### src/rtl/commit_progress_monitor.sv
// ---------------------------------------------------------------------------
// commit_progress_monitor
//
// Watches an N-wide retire bus and keeps cumulative commit and run-cycle
// counters. Every WINDOW commits it emits a one-cycle progress report with
// cumulative commits, cycles spent in the window and cumulative cycles. It
// also decides how the run ended (halt, error, global timeout or stall) and
// latches that outcome into a sticky status for a bench or FPGA host to poll.
//
// Optional feature macro: COMMIT_MON_STALL_EN
//   defined   -> stall counter and STALL termination (status 4) compiled in
//   undefined -> no stall counter; STALL_LIMIT has no effect
//
// Ports:
//   clk                    clock
//   rst_n                  asynchronous active-low reset
//   commit_valid_i         per-channel retire strobes (any pattern legal)
//   halt_in_i              program-requested halt
//   error_in_i             checker error
//   report_valid_o         one-cycle pulse when a window boundary is crossed
//   report_commits_o       cumulative commits at the last report
//   report_win_cycles_o    cycles covered by the last report's window
//   report_total_cycles_o  cumulative run cycles at the last report
//   total_commits_o        live cumulative commit count
//   total_cycles_o         live cumulative run-cycle count
//   done_o                 sticky run-terminated flag
//   status_o               0 RUN, 1 HALT, 2 ERROR, 3 TIMEOUT, 4 STALL
// ---------------------------------------------------------------------------
module commit_progress_monitor #(
  parameter int unsigned NUM_CHANNELS   = 2,
  parameter int unsigned CNT_W          = 64,
  parameter int unsigned WINDOW         = 1000,
  parameter int unsigned TIMEOUT_CYCLES = 100000000,
  parameter int unsigned STALL_LIMIT    = 100000
) (
  input  logic                    clk,
  input  logic                    rst_n,
  input  logic [NUM_CHANNELS-1:0] commit_valid_i,
  input  logic                    halt_in_i,
  input  logic                    error_in_i,
  output logic                    report_valid_o,
  output logic [CNT_W-1:0]        report_commits_o,
  output logic [CNT_W-1:0]        report_win_cycles_o,
  output logic [CNT_W-1:0]        report_total_cycles_o,
  output logic [CNT_W-1:0]        total_commits_o,
  output logic [CNT_W-1:0]        total_cycles_o,
  output logic                    done_o,
  output logic [2:0]              status_o
);

  localparam int unsigned PC_W  = $clog2(NUM_CHANNELS + 1);
  localparam int unsigned WIN_W = (WINDOW > 1) ? $clog2(WINDOW) : 1;
  // One extra bit so remainder + popcount never overflows before the compare.
  localparam int unsigned SUM_W = WIN_W + PC_W + 1;
  localparam logic [SUM_W-1:0] WIN_LIM = SUM_W'(WINDOW);
  localparam logic [CNT_W-1:0] TO_LIM  = CNT_W'(TIMEOUT_CYCLES);

  // Configuration sanity: the one-crossing-per-cycle argument needs
  // WINDOW >= NUM_CHANNELS, and a zero stall limit would be meaningless.
  if (NUM_CHANNELS < 1 || NUM_CHANNELS > 8 || WINDOW < NUM_CHANNELS ||
      STALL_LIMIT == 0) begin : g_bad_cfg
    $error("commit_progress_monitor: illegal parameter combination");
  end

  typedef enum logic [2:0] {
    ST_RUN     = 3'd0,
    ST_HALT    = 3'd1,
    ST_ERROR   = 3'd2,
    ST_TIMEOUT = 3'd3,
    ST_STALL   = 3'd4
  } state_e;

  state_e            state_q, state_d;
  logic [CNT_W-1:0]  total_commits_q, total_commits_d;
  logic [CNT_W-1:0]  total_cycles_q, total_cycles_d;
  logic [CNT_W-1:0]  win_cyc_q, win_cyc_d;
  logic [WIN_W-1:0]  win_cnt_q, win_cnt_d;
  logic              report_valid_q, report_valid_d;
  logic [CNT_W-1:0]  report_commits_q, report_commits_d;
  logic [CNT_W-1:0]  report_win_cycles_q, report_win_cycles_d;
  logic [CNT_W-1:0]  report_total_cycles_q, report_total_cycles_d;

  logic [PC_W-1:0]   pc;
  logic [SUM_W-1:0]  win_sum;
  logic              crossing;
  logic              timeout_hit;
  logic              stall_hit;

  always_comb begin
    pc = '0;
    for (int i = 0; i < NUM_CHANNELS; i++) begin
      pc = pc + PC_W'(commit_valid_i[i]);
    end
  end

  assign win_sum     = SUM_W'(win_cnt_q) + SUM_W'(pc);
  assign crossing    = (win_sum >= WIN_LIM);
  assign timeout_hit = (TIMEOUT_CYCLES != 0) &&
                       ((total_cycles_q + CNT_W'(1)) == TO_LIM);

`ifdef COMMIT_MON_STALL_EN
  localparam int unsigned STALL_W = (STALL_LIMIT > 1) ? $clog2(STALL_LIMIT) : 1;
  localparam logic [STALL_W:0] STALL_LIM = (STALL_W + 1)'(STALL_LIMIT);

  logic [STALL_W-1:0] stall_cnt_q, stall_cnt_d;

  assign stall_hit = (pc == '0) &&
                     (({1'b0, stall_cnt_q} + (STALL_W + 1)'(1)) == STALL_LIM);

  // Consecutive commit-free cycles; only advances while the run is live.
  always_comb begin
    stall_cnt_d = stall_cnt_q;
    if (state_q == ST_RUN) begin
      stall_cnt_d = (pc != '0) ? '0 : stall_cnt_q + STALL_W'(1);
    end
  end

  always_ff @(posedge clk or negedge rst_n) begin
    if (!rst_n) stall_cnt_q <= '0;
    else        stall_cnt_q <= stall_cnt_d;
  end
`else
  assign stall_hit = 1'b0;
`endif

  // Next-state and counter update. Terminal states hold everything.
  always_comb begin
    state_d               = state_q;
    total_commits_d       = total_commits_q;
    total_cycles_d        = total_cycles_q;
    win_cyc_d             = win_cyc_q;
    win_cnt_d             = win_cnt_q;
    report_valid_d        = 1'b0;
    report_commits_d      = report_commits_q;
    report_win_cycles_d   = report_win_cycles_q;
    report_total_cycles_d = report_total_cycles_q;

    if (state_q == ST_RUN) begin
      total_commits_d = total_commits_q + CNT_W'(pc);
      total_cycles_d  = total_cycles_q + CNT_W'(1);

      if (crossing) begin
        // Overshoot is carried into the next window to avoid drift.
        win_cnt_d             = WIN_W'(win_sum - WIN_LIM);
        win_cyc_d             = '0;
        report_valid_d        = 1'b1;
        report_commits_d      = total_commits_d;
        report_win_cycles_d   = win_cyc_q + CNT_W'(1);
        report_total_cycles_d = total_cycles_d;
      end else begin
        win_cnt_d = WIN_W'(win_sum);
        win_cyc_d = win_cyc_q + CNT_W'(1);
      end

      if (error_in_i)       state_d = ST_ERROR;
      else if (halt_in_i)   state_d = ST_HALT;
      else if (timeout_hit) state_d = ST_TIMEOUT;
      else if (stall_hit)   state_d = ST_STALL;
    end
  end

  always_ff @(posedge clk or negedge rst_n) begin
    if (!rst_n) begin
      state_q               <= ST_RUN;
      total_commits_q       <= '0;
      total_cycles_q        <= '0;
      win_cyc_q             <= '0;
      win_cnt_q             <= '0;
      report_valid_q        <= 1'b0;
      report_commits_q      <= '0;
      report_win_cycles_q   <= '0;
      report_total_cycles_q <= '0;
    end else begin
      state_q               <= state_d;
      total_commits_q       <= total_commits_d;
      total_cycles_q        <= total_cycles_d;
      win_cyc_q             <= win_cyc_d;
      win_cnt_q             <= win_cnt_d;
      report_valid_q        <= report_valid_d;
      report_commits_q      <= report_commits_d;
      report_win_cycles_q   <= report_win_cycles_d;
      report_total_cycles_q <= report_total_cycles_d;
    end
  end

  assign report_valid_o        = report_valid_q;
  assign report_commits_o      = report_commits_q;
  assign report_win_cycles_o   = report_win_cycles_q;
  assign report_total_cycles_o = report_total_cycles_q;
  assign total_commits_o       = total_commits_q;
  assign total_cycles_o        = total_cycles_q;
  assign done_o                = (state_q != ST_RUN);
  assign status_o              = state_q;

endmodule

### config.mk
export PLATFORM = sky130hd
export DESIGN_NAME = commit_progress_monitor
export DESIGN_NICKNAME = d
export VERILOG_FILES = /design/src/rtl/commit_progress_monitor.sv
export SDC_FILE = /design/constraint.sdc
export NUM_CORES = 1
export LEC_CHECK = 0
export ABC_CLOCK_PERIOD_IN_PS = 3000
export BUFFER_PORTS_ARGS = -buffer_cell sky130_fd_sc_hd__buf_2
export CAP_MARGIN = 20
export CORE_MARGIN = 1
export CORE_UTILIZATION = 53
export CTS_BUF_LIST = sky130_fd_sc_hd__clkbuf_8
export DETAILED_ROUTE_END_ITERATION = 8
export HOLD_SLACK_MARGIN = 0.03
export PLACE_DENSITY = 0.79
export RECOVER_POWER = 100
export SLEW_MARGIN = 20
export SYNTH_ARGS = -nofsm -noshare
export SYNTH_HDL_FRONTEND = slang
export SYNTH_SLANG_ARGS = --single-unit
### constraint.sdc
create_clock -name clk -period 3 [get_ports clk]
set_input_delay 0.3 -clock clk [delete_from_list [all_inputs] [get_ports clk]]
set_output_delay 0.3 -clock clk [all_outputs]
set_load 0.03 [all_outputs]
==> results.ini <==
[drt]
drtAntennaViolNets=0
route.vias.total=18929
drc=0
drt-total-wl_mm=61.72
wl_met2_mm=29.35
wl_met1_mm=25.71
avgRoutedWirePerCell_microns=18.38
viasPerCell=5.637
wl_met3_mm=4.653
drt_first_pass_iters=6
top_layer_used=met4
drt-initial-drc-count=1461

[synth]
ys_seq_area_share_pct=49.02
async_reset_ff_share_pct=100.0
synth_fp_nets=2248
ys_types=63
ys_seq_elements=397
syn_inst=2232
ys.flop_type=dfrtp_1
syn_area_per_cell_sq_um=9.080
synth_warnings=0
synth_edf_count=0
synth_area_sq_um=20270

[power_and_ir_drop]
worst_ir_drop_vdd_mv=0.3386
power.leakage_uw=0.01153
p_per_area_nw_per_um2=420.0
power_uw=10990

[sta]
fin_setup_tns_ns=-0.08966
worst_pin_slew_ns=2.440
fin_crit_sh_pct=103.0
final_max_slew_viol_count=78
skew_ns=0.02654
finalHoldViolCount=0
fmax_mhz=323.7
rsz0062_at_grt=yes
setup_viol_count_final=1
slew_headroom_pct=-62.67
fin_ws_ns=-0.08966
period_minus_slack_ns=3.090

[status]
violations=max-capacitance violations, max-slew violations, negative setup slack
status=complete, but fails checks

[floorplanning]
ios=331
die_w_microns=197.5
rows=71
start_util_pct=53.80
die_y_microns=197.5
dieArea_sq_um=39020
coreArea_sq_um=37670

[setup_path]
cp.required_ns=3.53
arrival_ns=3.62
r2r-end=status_o[1]
r2r_slack_ns=-0.09
critPathCaptureType=flip-flop
cp_max_fo=6
path_class=reg -> reg
regToRegStartpoint=total_cycles_o[9]
critPathLaunch=total_cycles_o[9]
start_kind=flip-flop
crit_end=status_o[1]
reg2reg_depth=11

[grt]
grt_use_total_pct=30.65
grt_antenna_before_repair=0
grt_max_degree=98
grt-ovfl-total=0
grt_pass1_vias=17873
grt_pass1_wl_mm=95.01

[clocking]
cts-htree-levels=3
cts_root_buffer=clkbuf_8
cts_tree=yes
clkSlewWorstSetupHoldPaths_ns=0.06
clock_sinks=397
cts_buffer_depth=3
clock_latency_ns=0.62
numCtsBuffers=67

[placed_design]
dp_hpwl_mm=43.34
gp_congestion=0.9659
port_buffers=329
place_ws_ns=-0.2535
placed_area_sq_um=24480

[layout]
post-route-util_pct=69.44
postLayoutCellArea_sq_um=26150
synthToLayoutAreaGrowth_pct=29.05
drive_above_1_share_pct=22.07
nNetsFinal=2811

[hold_path]
worstHoldPathType=in -> reg

[job]
maxCapViolations=1

-- layout by cell type (no fill, tap or decap), drive strengths merged, types with 12 or more instances in the layout --
cell type / instances
nand3: 93
nor4: 29
o31ai: 34
xor2: 141
o21ai: 300
and2: 12
nor2b: 15
xnor2: 173
a21oi: 17
clkbuf: 324
and4: 16
dfrtp: 397
nand4: 68
buf: 394
nor2: 136
and3: 45
inv: 43
nand2: 446
nor3: 53
-- worst max-delay path, stage by stage (launching register included) --
cell and delay (ns):
dfrtp_2 0.39, buf_4 0.13, and4_1 0.24, and3_4 0.25, nand3_1 0.13, or4_4 0.45, xor2_2 0.21, nor4bb_4 0.38
buf_4 0.16, nand4_1 0.18, o41a_1 0.38, o21bai_2 0.10
-- layout make-up --
class | instances | area [sq um]
fill | 2946 | 11510
clock buffer | 86 | 1184
clock inverter | 34 | 214.0
inverter | 25 | 95.09
tap | 511 | 639.4
sequential | 397 | 9983
antenna | 1 | 2.502
multi-input combinational | 1669 | 10040
timing repair buffer | 635 | 3994
-- per-stage QoR --
| step | cells | hold WS (ns) |
|---|---|---|
| floorplan | 2232 | 0.004409 |
| global placement | 3210 | 0.3695 |
| detailed placement | 3210 | 0.3818 |
| CTS | 3340 | 0.1614 |
| global route | 3357 | 0.1965 |
| finish | 3358 | 0.1885 |
-- worst min-delay path by stage --
stage / endpoint / slack, ns / cells past startpoint / startpoint
global route: win_cnt_q[0] / 0.20 / 5 / commit_valid_i[1]
detailed placement: report_total_cycles_o[21] / 0.38 / 1 / rst_n
global placement: report_total_cycles_o[20] / 0.37 / 1 / rst_n
floorplan: report_commits_o[0] / 0.004 / 0 / rst_n
CTS: win_cnt_q[0] / 0.16 / 5 / commit_valid_i[1]
finish: win_cnt_q[0] / 0.19 / 5 / commit_valid_i[1]
-- where the power goes --
part	internal, uW	switching, uW
Clock	2760	2300
Sequential	5400	51.8
Combinational	163	315
-- flip-flops by register name (all words and copies together), names as in the netlist --
| register | cells |
|---|---|
| report_valid_o | 1 |
| report_commits_o | 64 |
| status_o | 2 |
| report_total_cycles_o | 64 |
| total_commits_o | 64 |
| total_cycles_o | 64 |
| win_cyc_q | 64 |
| win_cnt_q | 10 |
| report_win_cycles_o | 64 |
-- Yosys cell counts, types with 6 or more instances --
cell,count,area (sq um)
a21oi_1,17,85.08
a31oi_1,7,43.79
and2_1,12,75.07
and3_1,45,281.5
and4_1,16,140.1
buf_1,9,33.78
buf_2,45,225.2
clkbuf_1,78,292.8
dfrtp_1,397,9935
ha_1,8,100.1
inv_1,24,90.09
mux2i_1,7,70.07
nand2_1,446,1674
nand3_1,93,465.5
nand4_1,65,406.6
nor2_1,135,506.7
nor2b_1,15,93.84
nor3_1,47,235.2
nor3_2,6,60.06
nor4_1,24,150.1
o21ai_0,297,1486
o31ai_1,34,255.2
or2_2,9,56.30
or3_1,8,50.05
or4_1,6,45.04
xnor2_1,173,1515
xor2_1,141,1235
-- routing by layer --
metal	GRT usage, %	vias to the layer above
met5	0	-
met1	41.48	9254
met3	5.242	142
met2	49.36	801
met4	11.51	0
li1	-	8732
-- timing repair --
action,in CTS,in global routing
setup endpoints to repair,2,225
resized for setup,23,38
pin swaps,13,13
hold buffers,3,0
gates cloned,0,5
hold endpoints to repair,74,0
setup buffers,9,12
-- kinds of logic after synthesis --
kind of cell             share of synthesized area (%)
AO/OA/AOI/OAI                                    10.29
XOR/XNOR                                         13.57
adder cells (fa/ha/maj)                         0.6915
buffers and inverters                            3.501
flip-flops                                       49.02
multiplexers                                    0.3458
other                                          0.01850
AND/OR/NAND/NOR                                  22.57
Power figures use the tool's default switching activity.
